**config.mk**
```make
export PLATFORM = sky130hd
export DESIGN_NAME = armleocpu_f2e_queue
export DESIGN_NICKNAME = d
export VERILOG_FILES = /design/src/rtl/armleocpu_f2e_queue_pkg.sv /design/src/rtl/armleocpu_f2e_queue_mem.sv /design/src/rtl/armleocpu_f2e_queue.sv
export SDC_FILE = /design/constraint.sdc
export NUM_CORES = 1
export LEC_CHECK = 0
export ABC_AREA = 1
export BUFFER_PORTS_ARGS = -buffer_cell sky130_fd_sc_hd__buf_2
export CORE_MARGIN = 5
export CORE_UTILIZATION = 53
export DETAILED_ROUTE_END_ITERATION = 6
export PLACE_DENSITY = 0.79
export SLEW_MARGIN = 20
export SYNTH_ARGS = -nofsm -noshare
export SYNTH_HDL_FRONTEND = slang
export SYNTH_SLANG_ARGS = --single-unit
```
**constraint.sdc**
```tcl
create_clock -name clk -period 16.1 [get_ports clk]
set_clock_uncertainty 0.2 [all_clocks]
set_input_delay 2.415 -clock clk [delete_from_list [all_inputs] [get_ports clk]]
set_output_delay 2.415 -clock clk [all_outputs]
set_load 0.005 [all_outputs]
```
**src/rtl/armleocpu_f2e_queue_pkg.sv**
```systemverilog
// Shared definitions for the fetch-to-execute instruction queue:
// privilege codes, the NOP encoding and the stored packet layout.
package armleocpu_f2e_queue_pkg;

  localparam logic [1:0] ARMLEOCPU_PRIVILEGE_USER       = 2'b00;
  localparam logic [1:0] ARMLEOCPU_PRIVILEGE_SUPERVISOR = 2'b01;
  localparam logic [1:0] ARMLEOCPU_PRIVILEGE_MACHINE    = 2'b11;

  localparam logic [31:0] armleocpu_instruction_nop = 32'h0000_0013;

  localparam int F2E_PKT_W = 32 + 32 + 1 + 32 + 32 + 2;

  typedef struct packed {
    logic [31:0] instr;
    logic [31:0] pc;
    logic        exc_start;
    logic [31:0] epc;
    logic [31:0] cause;
    logic [1:0]  exc_privilege;
  } f2e_pkt_t;

endpackage

```
**src/rtl/armleocpu_f2e_queue_mem.sv**
```systemverilog
// Packet storage for the f2e queue: one synchronous write port, one
// asynchronous read port. Contents are not reset.
module armleocpu_f2e_queue_mem
  import armleocpu_f2e_queue_pkg::*;
#(
  parameter int DEPTH = 2,
  localparam int PTR_W = $clog2(DEPTH)
) (
  input  logic                 clk,
  input  logic                 we_i,
  input  logic [PTR_W-1:0]     waddr_i,
  input  logic [F2E_PKT_W-1:0] wdata_i,
  input  logic [PTR_W-1:0]     raddr_i,
  output logic [F2E_PKT_W-1:0] rdata_o
);

  logic [F2E_PKT_W-1:0] mem_q [DEPTH];

  always_ff @(posedge clk) begin
    if (we_i) begin
      mem_q[waddr_i] <= wdata_i;
    end
  end

  assign rdata_o = mem_q[raddr_i];

endmodule

```
**src/rtl/armleocpu_f2e_queue.sv**
```systemverilog
// Instruction queue between fetch and execute: in-order buffering of fetch
// packets, redirect flush, and a barrier that blocks fetch behind an exception entry.
module armleocpu_f2e_queue
  import armleocpu_f2e_queue_pkg::*;
#(
  parameter int DEPTH = 2,
  localparam int PTR_W = $clog2(DEPTH)
) (
  input  logic             clk,
  input  logic             rst,

  input  logic             f_valid,
  input  logic [31:0]      f_instr,
  input  logic [31:0]      f_pc,
  input  logic             f_exc_start,
  input  logic [31:0]      f_epc,
  input  logic [31:0]      f_cause,
  input  logic [1:0]       f_exc_privilege,
  output logic             f_ready,

  output logic             e_valid,
  output logic [31:0]      e_instr,
  output logic [31:0]      e_pc,
  output logic             e_exc_start,
  output logic [31:0]      e_epc,
  output logic [31:0]      e_cause,
  output logic [1:0]       e_exc_privilege,
  input  logic             e_ready,
  input  logic             e_flush,

  output logic [PTR_W:0]   occupancy
);

  localparam logic [PTR_W:0]   CNT_FULL = PTR_W'(0) | (PTR_W+1)'(DEPTH);
  localparam logic [PTR_W:0]   CNT_ONE  = (PTR_W+1)'(1);
  localparam logic [PTR_W-1:0] PTR_ONE  = PTR_W'(1);

  logic [PTR_W-1:0] wr_ptr_q, wr_ptr_d;
  logic [PTR_W-1:0] rd_ptr_q, rd_ptr_d;
  logic [PTR_W:0]   count_q, count_d;
  logic             barrier_q, barrier_d;

  logic     push, pop;
  f2e_pkt_t wr_pkt, rd_pkt;

  assign wr_pkt = '{instr:         f_instr,
                    pc:            f_pc,
                    exc_start:     f_exc_start,
                    epc:           f_epc,
                    cause:         f_cause,
                    exc_privilege: f_exc_privilege};

  armleocpu_f2e_queue_mem #(.DEPTH(DEPTH)) u_mem (
    .clk     (clk),
    .we_i    (push),
    .waddr_i (wr_ptr_q),
    .wdata_i (wr_pkt),
    .raddr_i (rd_ptr_q),
    .rdata_o (rd_pkt)
  );

  // A full queue refuses even when execute is popping, keeping e_ready off this path.
  assign f_ready = !rst && (count_q != CNT_FULL) && !barrier_q;
  assign e_valid = !rst && (count_q != '0);

  assign push = f_valid && f_ready && !e_flush;
  assign pop  = e_valid && e_ready && !e_flush;

  always_comb begin
    wr_ptr_d  = wr_ptr_q;
    rd_ptr_d  = rd_ptr_q;
    count_d   = count_q;
    barrier_d = barrier_q;
    if (e_flush) begin
      wr_ptr_d  = '0;
      rd_ptr_d  = '0;
      count_d   = '0;
      barrier_d = 1'b0;
    end else begin
      if (push) wr_ptr_d = wr_ptr_q + PTR_ONE;
      if (pop)  rd_ptr_d = rd_ptr_q + PTR_ONE;
      if (push && !pop)      count_d = count_q + CNT_ONE;
      else if (pop && !push) count_d = count_q - CNT_ONE;
      // Only one exception entry can be queued, so popping any one releases the barrier.
      if (push && f_exc_start)          barrier_d = 1'b1;
      else if (pop && rd_pkt.exc_start) barrier_d = 1'b0;
    end
  end

  always_ff @(posedge clk) begin
    if (rst) begin
      wr_ptr_q  <= '0;
      rd_ptr_q  <= '0;
      count_q   <= '0;
      barrier_q <= 1'b0;
    end else begin
      wr_ptr_q  <= wr_ptr_d;
      rd_ptr_q  <= rd_ptr_d;
      count_q   <= count_d;
      barrier_q <= barrier_d;
    end
  end

  assign e_instr         = e_valid ? rd_pkt.instr         : armleocpu_instruction_nop;
  assign e_pc            = e_valid ? rd_pkt.pc            : '0;
  assign e_exc_start     = e_valid ? rd_pkt.exc_start     : 1'b0;
  assign e_epc           = e_valid ? rd_pkt.epc           : '0;
  assign e_cause         = e_valid ? rd_pkt.cause         : '0;
  assign e_exc_privilege = e_valid ? rd_pkt.exc_privilege : '0;

  assign occupancy = count_q;

endmodule

```
[After elaboration in Yosys (flattened, before gate mapping)]
Memory sizes are Yosys's and may differ from the RTL's. A register that Yosys moved wholly into a read port is not among the register bits.
Index checks and enable logic that the tools add are counted.
Word-level totals
  bits in registers: 5
  memory bits (writable): 262
  output and inout bits: 135
  memories kept: 1
Cells by class
  add/subtract/negate cells: 4
  eq/ne operators: 1
  multiplexer cells: 14
  reductions and logical operators: 20
Memory list
  u_mem.mem_q: depth 2, bits a word 131, rd ports 1, clocked after memory_dff 1, wr ports 1, line armleocpu_f2e_queue_mem.sv:17  | logic [F2E_PKT_W-1:0] mem_q [DEPTH];
Operators by type and width (number)
  $mux 32: 4
  $logic_and 1x1->1: 11
  $mux 1: 7
  $mux 2: 3
  $reduce_bool 2->1: 3
  $logic_not 1->1: 5
  $add 1x1->1 const B: 2
  $add 2x1->2 const B: 1
  $ne 2x2->1 const B: 1
  $reduce_or 2->1: 1
  $sub 2x1->2 const B: 1

[Depth between registers and ports, before layout]
  depth in word-level cells: 9
  gate-level depth with buffers: 10

[Cells and area by module]
From an unflattened synthesis, not the netlist that was laid out.
Second synthesis, totals
  cells, all modules: 1011
  area, all modules: 11009.3 um2
Modules (own cells, without submodules)
  armleocpu_f2e_queue_mem: instances 1, cells each 689, area each 9576.7 um2, sequential area each 7867.5 um2
  armleocpu_f2e_queue: instances 1, cells each 322, area each 1432.6 um2, sequential area each 100.1 um2

[Worst setup path before layout]
OpenSTA, ideal clock, no wires.
  path type: input -> register
  start: input port e_flush
  end: memory u_mem.mem_q[0][0] (netlist bit), enable pin
  arrival: 11.608 ns
  slack: 3.510 ns
  stages on the path: 3
  path through: nor2_2 -> nand2_1 -> nor3_1
Between the ends
  cells in the longest elaborated chain, start to end: 4
Ends and longest elaborated chain
  start: declaration: line armleocpu_f2e_queue.sv:29  | input logic e_flush,
  $logic_not 1->1: line armleocpu_f2e_queue.sv:66  | assign push = f_valid && f_ready && !e_flush;
  $logic_and 1x1->1: line armleocpu_f2e_queue.sv:66
  $mux 1: line armleocpu_f2e_queue_mem.sv:20  | if (we_i) begin
  $mux 1 (not written as such): line armleocpu_f2e_queue_mem.sv:21  | mem_q[waddr_i] <= wdata_i;
  end: declaration: line armleocpu_f2e_queue_mem.sv:17
No other way between the ends.

[Worst setup path in the final report]
  start: input port rst
  end: output port e_epc[6]
Between the ends
  cells in the longest elaborated chain, start to end: 3
Ends and longest elaborated chain
  start: declaration: line armleocpu_f2e_queue.sv:10  | input logic rst,
  $logic_not 1->1: line armleocpu_f2e_queue.sv:64  | assign e_valid = !rst && (count_q != '0);
  $logic_and 1x1->1: line armleocpu_f2e_queue.sv:64
  $mux 32: line armleocpu_f2e_queue.sv:107  | assign e_epc = e_valid ? rd_pkt.epc : '0;
  end: declaration: line armleocpu_f2e_queue.sv:25  | output logic [31:0] e_epc,
No other way between the ends.

==> metrics.yaml <==
floorplan:
  die_w_um: 154
  coreArea_sq_um: 20300
  rows: 52
  initial_core_util: 0.541
  io_pins: 271
  die-height_um: 154
  dieArea_sq_um: 23700
critical_path:
  rrSetupSlack_ps: 13090
  crit_chain: "buf_2, nor2_4, buf_4, nand2_1, inv_1, buf_2"
  critPathMaxStageDelay_ps: 590
  critPathLaunchType: "primary input"
  crit_start: "rst"
  crit_arrival_ps: 3660
  path_class: "in2out"
  cp.required_ps: 13490
  r2r-end: "u_mem.mem_q[0][104]"
  endpoint_kind: "output pin"
  slowest_stage: "buf_4"
  crit_top_cell: "buf_2"
  rr_startpoint: "occupancy[1]"
  crit_family: "buffers and inverters"
  crit_fanout: 74
  worst-path-stages: 6
  crit_end: "e_epc[6]"
  crit_buf_inv: 4
  reg2reg_depth: 5
route:
  wirelength_um: 21600
  first_pass_iters: 4
  wl_met2_um: 10800
  wl_met1_um: 8530
  top_layer: "met5"
  viasPerCell: 4.83
  vias: 6332
  post_drt_wl_per_cell_um: 16.5
  postRouteAntennaNets: 0
  drc: 0
  initialDrtViolationCount: 336
  met3WireLength_um: 1830
timing:
  holdWs_ps: 308
  worstMarginPinSlew_ps: 1030
  slew_headroom: 0.314
  fmax_mhz: 159
  setup_viol: 0
  finalMaxSlewViolations: 0
  final.period_utilization: 0.390
  period_needed_ps: 6270
  hold_violations: 0
  rsz0062_at_grt: "no"
  final.setup.tns_ps: 0
power:
  p_int_uw: 1200
  leakagePower_uw: 0.00623
  switching_share: 0.190
  combinationalPowerShare: 0.040
  ir_drop_uv: 100
  netSwitchingPower_uw: 281
  p_seq_frac: 0.529
  cellPowerDensity_nw_per_um2: 110
  clkPwrFrac: 0.431
clocking:
  clk_pin_slew_ps: 60
  cts_setup_buffers: 0
  cts-buffers-inserted: 28
  cts.sinks: 268
  clockRootBuffer: "clkbuf_16"
  clock_path_buffers: 3
  htree_levels: 1
  clk_latency_ps: 520
  cts_resized: 0
  cts_hold_buf: 0
  cts_tree: "done"
logic_synthesis:
  synthAdderAreaFrac: 0.00114
  synthSimpleGateAreaFrac: 0.0574
  synthCells: 737
  synthMuxAreaShare: 0.144
  synth.yosys.seq_area_share: 0.727
  yosys_warnings: 0
  syn_avg_cell_area_sq_um: 14.9
  synth_nets: 874
  synthXorXnorAreaFrac: 0
  synth_top_family_by_area: "multiplexers"
  ys_seq_elements: 268
  synth_compound_area_frac: 0.00433
  netlist_area_sq_um: 11000
  ys_types: 20
final_layout:
  final_nets: 1151
  drive_gt1_frac: 0.431
  area_growth_pct: 22.7
  final_cell_mix: "270 x buf_2, 262 x edfxtp_1, 144 x nand2_1"
  mostFrequentLayoutCell: "buf_2"
outcome:
  status: "finished clean"
global_routing:
  antenna_found_initial: 4
  grt_pass1_vias: 6662
  grt.overflow.total: 0
  grtUsageTotal: 0.176
  grt_max_degree: 75
  grt_pass1_wl_um: 33700
placement:
  io_buffers: 270
  hpwl_um: 14000
  gp_congestion: 0.805
job:
  drv_cap: 0
hold_path:
  holdCritPathClass: "reg2reg"
-- cells by family (layout without fill, tap and decap cells) --
group                      Yosys count  in the layout
AOI/OAI and AO/OA                    8              8
DFF                                268            268
adders and majority gates            1              1
and+or+nand+nor                    164            164
muxes                              127            127
buffers and inverters              169            468
other                                0              5
-- metal layers --
layer | GRT usage | vias up
met1 | 0.215 | 3005
met3 | 0.0483 | 41
met2 | 0.308 | 231
met4 | 0.0496 | 2
li1 | - | 3053
met5 | 0 | -
-- power by group through the flow --
stage / logic, uW / registers (uW) / clock network [uW]
floorplan: 28.9 / 800 / 0
global placement: 57.7 / 797 / 0
detailed placement: 60.0 / 798 / 0
CTS: 60.3 / 783 / 653
global route: 66.0 / 784 / 685
finish: 59.5 / 783 / 638
-- worst min-delay path: stages (launching register included) --
cell,delay [ps]
dfxtp_1,330
nor2_1,60
nor2_1,80
-- registers in the layout (all words and copies together), names as in the netlist, named ones only --
signal	count
u_mem.mem_q	262
occupancy	2
barrier_q	1
rd_ptr_q	1
wr_ptr_q	1
-- Yosys cell counts, drive strengths merged --
cell    count  area share
edfxtp    262        0.72
nand2     144       0.049
inv       140       0.048
mux2      127        0.14
buf        26       0.017
nor2       15      0.0056
dfxtp       6       0.011
clkbuf      3      0.0010
o211ai      3      0.0020
o21ai       3      0.0014
a21oi       2     0.00091
nand3       2     0.00091
and2        1     0.00057
ha          1      0.0011
nand3b      1     0.00068
nor3        1     0.00045
-- area by class of cell --
cell class / instances / area [sq um]
Sequential cell: 268 / 7990
Fill cell: 1482 / 6820
Multi-Input combinational cell: 300 / 2290
Timing Repair Buffer: 276 / 1400
Clock buffer: 34 / 744
Inverter: 140 / 531
Tap cell: 270 / 338
Clock inverter: 18 / 183
Antenna cell: 5 / 12.5
-- through the flow --
step                instance area (sq um)  total power [uW]  cells   util  setup WS [ps]
floorplan                           11000               829    737      -           3510
global placement                    12500               855   1254  0.618           9830
detailed placement                  12500               858   1254  0.618           9810
CTS                                 13500              1500   1306  0.664           9800
global route                        13500              1530   1309  0.664           9700
finish                              13500              1480   1311  0.664           9830
-- how the worst min path moves through the flow --
stage / depth (start not counted) / slack (ps) / from / to
after floorplan: 2 / 270 / rd_ptr_q / flop
after global placement: 2 / 280 / rd_ptr_q / rd_ptr_q
after detailed placement: 2 / 280 / rd_ptr_q / flop
after CTS: 2 / 310 / rd_ptr_q / flop
after global routing: 2 / 350 / wr_ptr_q / wr_ptr_q
final: 2 / 310 / rd_ptr_q / rd_ptr_q
(Power assumes the default switching activity.)
